<file path="config.mk">
export PLATFORM = sky130hd
export DESIGN_NAME = uart_tx_serializer
export DESIGN_NICKNAME = d
export VERILOG_FILES = /design/src/rtl/uart_pkg.sv /design/src/rtl/uart_tx_serializer.sv
export SDC_FILE = /design/constraint.sdc
export NUM_CORES = 1
export LEC_CHECK = 0
export CAP_MARGIN = 20
export CORE_MARGIN = 3
export CORE_UTILIZATION = 40
export CTS_BUF_LIST = sky130_fd_sc_hd__clkbuf_4
export DETAILED_ROUTE_END_ITERATION = 8
export PLACE_DENSITY_LB_ADDON = 0.08
export REMOVE_ABC_BUFFERS = 1
export SYNTH_ARGS = -nofsm -noshare
export SYNTH_HDL_FRONTEND = slang
export SYNTH_SLANG_ARGS = --single-unit
</file>
<file path="constraint.sdc">
create_clock -name clk -period 4.54 [get_ports clk]
set_input_delay 0.908 -clock clk [delete_from_list [all_inputs] [get_ports clk]]
set_output_delay 0.908 -clock clk [all_outputs]
set_load 0.05 [all_outputs]
</file>
<file path="src/rtl/uart_pkg.sv">
// Shared definitions for the UART transmit path: FSM state encoding,
// default frame geometry, counter widths and the parity helper.
package uart_pkg;

    // Default frame geometry; instances may override through parameters.
    localparam int DATA_BITS_DEF  = 8;
    localparam int OVERSAMPLE_DEF = 16;

    // Counter widths for the default geometry.
    localparam int TICK_W = $clog2(OVERSAMPLE_DEF);
    localparam int BIT_W  = $clog2(DATA_BITS_DEF);

    // Serializer states. Values are fixed so the debug state bus is stable.
    typedef enum logic [2:0] {
        ST_IDLE   = 3'd0,
        ST_START  = 3'd1,
        ST_DATA   = 3'd2,
        ST_PARITY = 3'd3,
        ST_STOP   = 3'd4
    } uart_state_e;

    // Width of a counter that must hold values 0..n-1 (never below 1 bit).
    function automatic int cnt_w(input int n);
        return (n > 2) ? $clog2(n) : 1;
    endfunction

    // Parity over up to 9 data bits. Unused upper bits must be zero.
    // odd=0 gives even parity (total ones incl. parity bit is even).
    function automatic logic calc_parity(input logic [8:0] data, input logic odd);
        return (^data) ^ odd;
    endfunction

endpackage

</file>
<file path="src/rtl/uart_tx_serializer.sv">
// UART transmit serializer: pulls one byte from a show-ahead TX FIFO and
// shifts it out as start / data (LSB first) / optional parity / stop bits.
// Each bit lasts exactly OVERSAMPLE baud_tick pulses.
//
// FIFO handshake: fifo_empty=0 acts as "valid" for fifo_data; fifo_pop acts
// as "ready" and is a combinational single-cycle pulse. A transfer happens on
// the clk edge where fifo_pop=1; data is latched on that same edge. fifo_pop
// only rises in IDLE with fifo_empty=0, bist_mode=0 and rst=0, so it can
// never pop an empty FIFO and pops at most once per frame.
module uart_tx_serializer
    import uart_pkg::*;
#(
    parameter int DATA_BITS  = DATA_BITS_DEF,
    parameter int PARITY_EN  = 1,
    parameter int PARITY_ODD = 0,
    parameter int STOP_BITS  = 1,
    parameter int OVERSAMPLE = OVERSAMPLE_DEF
) (
    input  logic                 clk,
    input  logic                 rst,
    input  logic                 baud_tick,
    input  logic                 bist_mode,
    input  logic                 fifo_empty,
    input  logic [DATA_BITS-1:0] fifo_data,
    output logic                 fifo_pop,
    output logic                 tx,
    output logic                 tx_busy,
    output logic                 frame_done,
    output logic [2:0]           state_dbg
);

    // Counter widths follow this instance's parameters.
    localparam int TW = cnt_w(OVERSAMPLE);
    localparam int BW = cnt_w(DATA_BITS);

    localparam logic [TW-1:0] TICK_LAST = TW'(OVERSAMPLE - 1);
    localparam logic [BW-1:0] BIT_LAST  = BW'(DATA_BITS - 1);
    localparam logic          STOP_LAST = (STOP_BITS > 1);
    localparam logic          ODD_SEL   = (PARITY_ODD != 0);

    localparam logic [2:0] S_IDLE   = ST_IDLE;
    localparam logic [2:0] S_START  = ST_START;
    localparam logic [2:0] S_DATA   = ST_DATA;
    localparam logic [2:0] S_PARITY = ST_PARITY;
    localparam logic [2:0] S_STOP   = ST_STOP;

    logic [2:0]           state_q,    state_d;
    logic [TW-1:0]        tick_cnt_q, tick_cnt_d;
    logic [BW-1:0]        bit_cnt_q,  bit_cnt_d;
    logic                 stop_cnt_q, stop_cnt_d;
    logic [DATA_BITS-1:0] shift_q,    shift_d;
    logic                 parity_q,   parity_d;
    logic                 tx_q,       tx_d;
    logic                 busy_q,     busy_d;
    logic                 done_q,     done_d;

    logic start_ok;
    logic bit_end;

    // Frame start is allowed only from IDLE; rst suppresses the pop so a
    // held FIFO entry is not consumed while the block is in reset.
    assign start_ok = (state_q == S_IDLE) && !fifo_empty && !bist_mode && !rst;

    // The current bit finishes on the tick that completes its OVERSAMPLE count.
    assign bit_end  = baud_tick && (tick_cnt_q == TICK_LAST);

    // Next-state logic: tx_d always carries the level for the coming bit so
    // the line output is a plain register.
    always_comb begin
        state_d    = state_q;
        tick_cnt_d = tick_cnt_q;
        bit_cnt_d  = bit_cnt_q;
        stop_cnt_d = stop_cnt_q;
        shift_d    = shift_q;
        parity_d   = parity_q;
        tx_d       = tx_q;
        busy_d     = busy_q;
        done_d     = 1'b0;

        // Tick counting only runs inside a frame; IDLE holds it at zero.
        if (state_q != S_IDLE && baud_tick) begin
            tick_cnt_d = bit_end ? '0 : tick_cnt_q + 1'b1;
        end

        case (state_q)
            S_IDLE: begin
                tick_cnt_d = '0;
                tx_d       = 1'b1;
                busy_d     = 1'b0;
                if (start_ok) begin
                    shift_d    = fifo_data;
                    parity_d   = (PARITY_EN != 0) ? calc_parity(9'(fifo_data), ODD_SEL) : 1'b0;
                    bit_cnt_d  = '0;
                    stop_cnt_d = 1'b0;
                    state_d    = S_START;
                    tx_d       = 1'b0;
                    busy_d     = 1'b1;
                end
            end

            S_START: begin
                if (bit_end) begin
                    state_d = S_DATA;
                    tx_d    = shift_q[0];
                end
            end

            S_DATA: begin
                if (bit_end) begin
                    shift_d = {1'b0, shift_q[DATA_BITS-1:1]};
                    if (bit_cnt_q == BIT_LAST) begin
                        bit_cnt_d = '0;
                        if (PARITY_EN != 0) begin
                            state_d = S_PARITY;
                            tx_d    = parity_q;
                        end else begin
                            state_d = S_STOP;
                            tx_d    = 1'b1;
                        end
                    end else begin
                        bit_cnt_d = bit_cnt_q + 1'b1;
                        tx_d      = shift_q[1];
                    end
                end
            end

            S_PARITY: begin
                if (bit_end) begin
                    state_d = S_STOP;
                    tx_d    = 1'b1;
                end
            end

            S_STOP: begin
                tx_d = 1'b1;
                if (bit_end) begin
                    if (stop_cnt_q == STOP_LAST) begin
                        stop_cnt_d = 1'b0;
                        state_d    = S_IDLE;
                        busy_d     = 1'b0;
                        done_d     = 1'b1;
                    end else begin
                        stop_cnt_d = stop_cnt_q + 1'b1;
                    end
                end
            end

            default: begin
                state_d    = S_IDLE;
                tick_cnt_d = '0;
                tx_d       = 1'b1;
                busy_d     = 1'b0;
            end
        endcase
    end

    // State registers; reset aborts any frame on the next edge.
    always_ff @(posedge clk) begin
        if (rst) begin
            state_q    <= S_IDLE;
            tick_cnt_q <= '0;
            bit_cnt_q  <= '0;
            stop_cnt_q <= 1'b0;
            shift_q    <= '0;
            parity_q   <= 1'b0;
            tx_q       <= 1'b1;
            busy_q     <= 1'b0;
            done_q     <= 1'b0;
        end else begin
            state_q    <= state_d;
            tick_cnt_q <= tick_cnt_d;
            bit_cnt_q  <= bit_cnt_d;
            stop_cnt_q <= stop_cnt_d;
            shift_q    <= shift_d;
            parity_q   <= parity_d;
            tx_q       <= tx_d;
            busy_q     <= busy_d;
            done_q     <= done_d;
        end
    end

    assign fifo_pop   = start_ok;
    assign tx         = tx_q;
    assign tx_busy    = busy_q;
    assign frame_done = done_q;
    assign state_dbg  = state_q;

endmodule

</file>
# Word level (Yosys, flattened, before mapping)

Cells that the tools add are included.

$add $sub $neg: 3
Equality and inequality tests: 13
Multiplexer cells: 31
Bitwise gates (word level): 4
Reductions and logical operators: 23

Operators by type and width:

| kind                                                             | count |
|---|---|
| 3-bit two-way mux                                                | 10 |
| 8-bit two-way mux                                                | 2 |
| 8-bit one-hot mux with 2 select lines                            | 1 |
| 3-bit one-hot mux with 5 select lines                            | 1 |
| 2-bit != test (second input constant)                            | 7 |
| 1-bit two-way mux                                                | 12 |
| 3-bit AND reduction                                              | 4 |
| 9-bit XOR reduction                                              | 1 |
| 7-bit AND reduction                                              | 1 |
| 3-bit by 2-bit == test with 1-bit output (second input constant) | 2 |
| 3-bit == test (second input constant)                            | 2 |
| 3-bit one-hot mux with 2 select lines                            | 1 |
| 3-bit OR reduction                                               | 2 |
| 1-bit logical AND                                                | 5 |
| 4-bit by 1-bit adder with 4-bit output (second input constant)   | 1 |
| 4-bit == test (second input constant)                            | 1 |
| 4-bit two-way mux                                                | 1 |
| 1-bit NOT                                                        | 4 |
| 1-bit one-hot mux with 4 select lines                            | 1 |
| 2-bit nonzero test                                               | 2 |
| 4-bit OR reduction                                               | 1 |
| 3-bit by 1-bit adder with 3-bit output (second input constant)   | 1 |
| 3-bit by 1-bit == test with 1-bit output (second input constant) | 1 |
| 1-bit zero test                                                  | 3 |
| other kinds (7)                                                  | 7 |

Flip-flop bits (word level): 23
Input bits: 13

# Depth between registers and ports, before layout

Depth in word-level cells: 6
Depth in mapped cells: 7
Mapped depth without buffers: 6

# Least setup slack after synthesis

Ideal clock, no wire load.

Path kind: input port to output port
From: in fifo_empty
To: out fifo_pop
Data arrival time: 2.081 ns
Data required time: 3.632 ns
Path slack: 1.551 ns
Stages: 3
Buffers on the path: 0
Path through: or4_4 or2_2 inv_1

Longest elaborated chain between the ends: 4

RTL lines:

| what                           | RTL line                 | source |
|---|---|---|
| start: declaration             | uart_tx_serializer.sv:23 | `input logic fifo_empty,` |
| 1-bit zero test                | uart_tx_serializer.sv:62 | `assign start_ok = (state_q == S_IDLE) && !fifo_empty && !bist_mode && !rst;` |
| 1-bit logical AND (3 in a row) | uart_tx_serializer.sv:62 |  |
| end: declaration               | uart_tx_serializer.sv:25 | `output logic fifo_pop,` |

Every way passes these cells.

# Worst setup path after layout

Ends and elaborated chain as after synthesis.

==> results.cfg <==
[route]
postRouteAntennaNets = 0
wl_mm = 2.11
vias = 943
avgViaCountPerCell = 5.61
wl_per_cell_um = 12.5
first_iter_violations = 14
drtPass1Iterations = 4
drc_errors = 0

[setup_path]
critPathMaxFanout = 4
crit_chain = clkdlybuf4s50_1, or4_4, or2_2, inv_1, buf_4
cp_slowest_cell = or4_4
path_class = primary input to output pin
startpoint_type = primary input
crit_buf_inv = 3
cp_top_family = simple AND/OR/NAND/NOR gates
critPathMaxStageDelay_ps = 560
crit_path_end_kind = output pin
arrival_ps = 2520
required_ps = 3630

[clock_tree]
cts_setup_buffers = 0
hold_buffers = 0
clkLatencyLatePin_ps = 310
clk_path_buf_depth = 2
htree_levels = 1
cts.clk_slew.worst_paths_ps = 120
cts-root-buf = clkbuf_4
cts_resized = 0
cts_sinks = 22
cts_tree = yes
cts_buffers = 3

[timing]
setup_viol = 0
tightest_slew_ps = 492
hold_viol = 0
fmax_ghz = 0.292
fin_crit_sh_pct = 75.5
fin_crit_ps = 3430
fin_tns_setup_ps = 0
finClkSkew_ps = 2.47
slew_viol_final = 0
slew-limit-headroom_pct = 67.1
rsz0062_at_grt = no

[synthesis]
avgSynthCellArea_um2 = 9.31
synth_cell_type_count = 39
synth_warnings = 0
synth_edf_count = 0
yosysSeqAreaShare_pct = 38.5
async_reset_ff_share_pct = 0
synth_flop_cell = dfxtp_1
ys_ff_latch = 22
syn_area_um2 = 1140
synthCells = 123

[placed_design]
place_congestion = 0.717
numPortBuffers = 19
dpl.cell_count = 165
hpwl_mm = 1.56

[global_routing]
grt_overflow = 0
antenna_found_initial = 0
track_usage_pct = 13.6
grt_pass1_wl_mm = 3.67
grt_max_degree = 20
grt_pass1_vias = 855

[power_and_ir_drop]
combPwrFrac_pct = 16.5
p_sw_share_pct = 25.8
power_frac_seq_pct = 58.0
power.switching_w = 0.0000904
power_density_nw_per_um2 = 259
p_leak_nw = 0.519
irDropWorstVdd_v = 0.000150
p_int_w = 0.000260
pwr-share-clk_pct = 25.5

[die]
die_area_um2 = 3540
core_um2 = 2590
die_h_um = 59.5
rows = 18
start_util_pct = 44.2
io_pins = 20
dieWidth_um = 59.5

[finish]
area_growth_pct = 18.1
fillers = 252
multi_input_area_um2 = 649
instances_no_fill = 168
num_antenna_cells = 0
ff_latch_area_um2 = 440
drive_gt1_share_pct = 9.42
finalNetCount = 156

[worst_hold_path]
min_path_type = flop to flop

[run_status]
status = completed

[flow_run]
maxCapViolations = 0
## stage by stage
stage               worst slack (ps)  hold WS (ps)  cell area, um^2  utilization (%)  total power [W]
global route                    1050           544             1350             52.2         0.000371
CTS                             1120           504             1350             52.2         0.000355
global placement                1130           470             1330             51.4         0.000265
floorplan                       1550           453             1100                -         0.000242
detailed placement              1130           482             1330             51.4         0.000266
finish                          1110           504             1350             52.2         0.000350
## routing by layer
layer / vias to the layer above / global-route usage (%) / share of wire (%)
li1: 479 / - / -
met4: 0 / 7.59 / 2.3
met5: - / 0 / 0
met2: 30 / 21.5 / 42
met3: 5 / 1.96 / 5.6
met1: 429 / 17.7 / 50
## power by group through the flow
stage	sequential [W]	combinational, W	clock [W]
after floorplan	0.000211	0.0000302	0
after global placement	0.000207	0.0000579	0
after detailed placement	0.000208	0.0000581	0
after CTS	0.000203	0.0000583	0.0000934
after global routing	0.000204	0.0000632	0.000103
final	0.000203	0.0000577	0.0000894
## cell type report
class	instances	area share [%]
tap	30	2.78
timing repair buffer	20	14.4
multi-input combinational	91	48.0
inverter	2	0.555
clock buffer	3	1.67
sequential	22	32.6
## cells in the final DEF, fill, tap and decap left out, drive strengths merged, types with 4 or more instances in the layout
cell type / n
o21ai: 4
clkdlybuf4s50: 18
mux2i: 10
nand2: 4
a211oi: 7
xnor2: 8
a21oi: 4
dfxtp: 22
nor2: 20
## state kept, by name, indices dropped and copies added, names as in the netlist
name / count
shift_q: 8
tick_cnt_q: 4
bit_cnt_q: 3
state_dbg: 3
frame_done: 1
parity_q: 1
tx: 1
tx_busy: 1
## logic make-up after synthesis
group / Yosys count / synth area share, %
AND/OR/NAND/NOR: 43 / 19.5
adder cells (fa/ha/maj): 3 / 3.28
flip-flops: 22 / 38.5
multiplexers: 11 / 9.73
XOR/XNOR: 10 / 7.65
AO/OA/AOI/OAI: 24 / 16.6
buffers and inverters: 10 / 4.81
## cells in the mapped netlist (3+ instances only)
cell      instances  area [um^2]
ha_1              3         37.5
nor2_1           20         75.1
a22oi_1           3         22.5
dfxtp_1          22          440
nand2_1           4         15.0
a21oi_1           4         20.0
mux2i_1          10          100
a211oi_1          4         30.0
nand3_1           3         15.0
a211oi_2          3         37.5
xnor2_1           8         70.1
o21ai_0           4         20.0
## worst register-to-register path, delay by kind of cell (launching register included)
kind                       cells  cell delay, ps
AOI/OAI and AO/OA              2             690
and+or+nand+nor                2             450
DFF                            1             390
adders and majority gates      1             220
## path summary, 6_finish.rpt
path,from,to,slack [ps],cells after the start
min reg2reg,parity_q,parity_q,500,2
max reg2reg,tick_cnt_q[0],shift_q[4],2710,5
min,parity_q,parity_q,500,2
max,fifo_empty,fifo_pop,1110,5
Power figures use the tool's default switching activity.
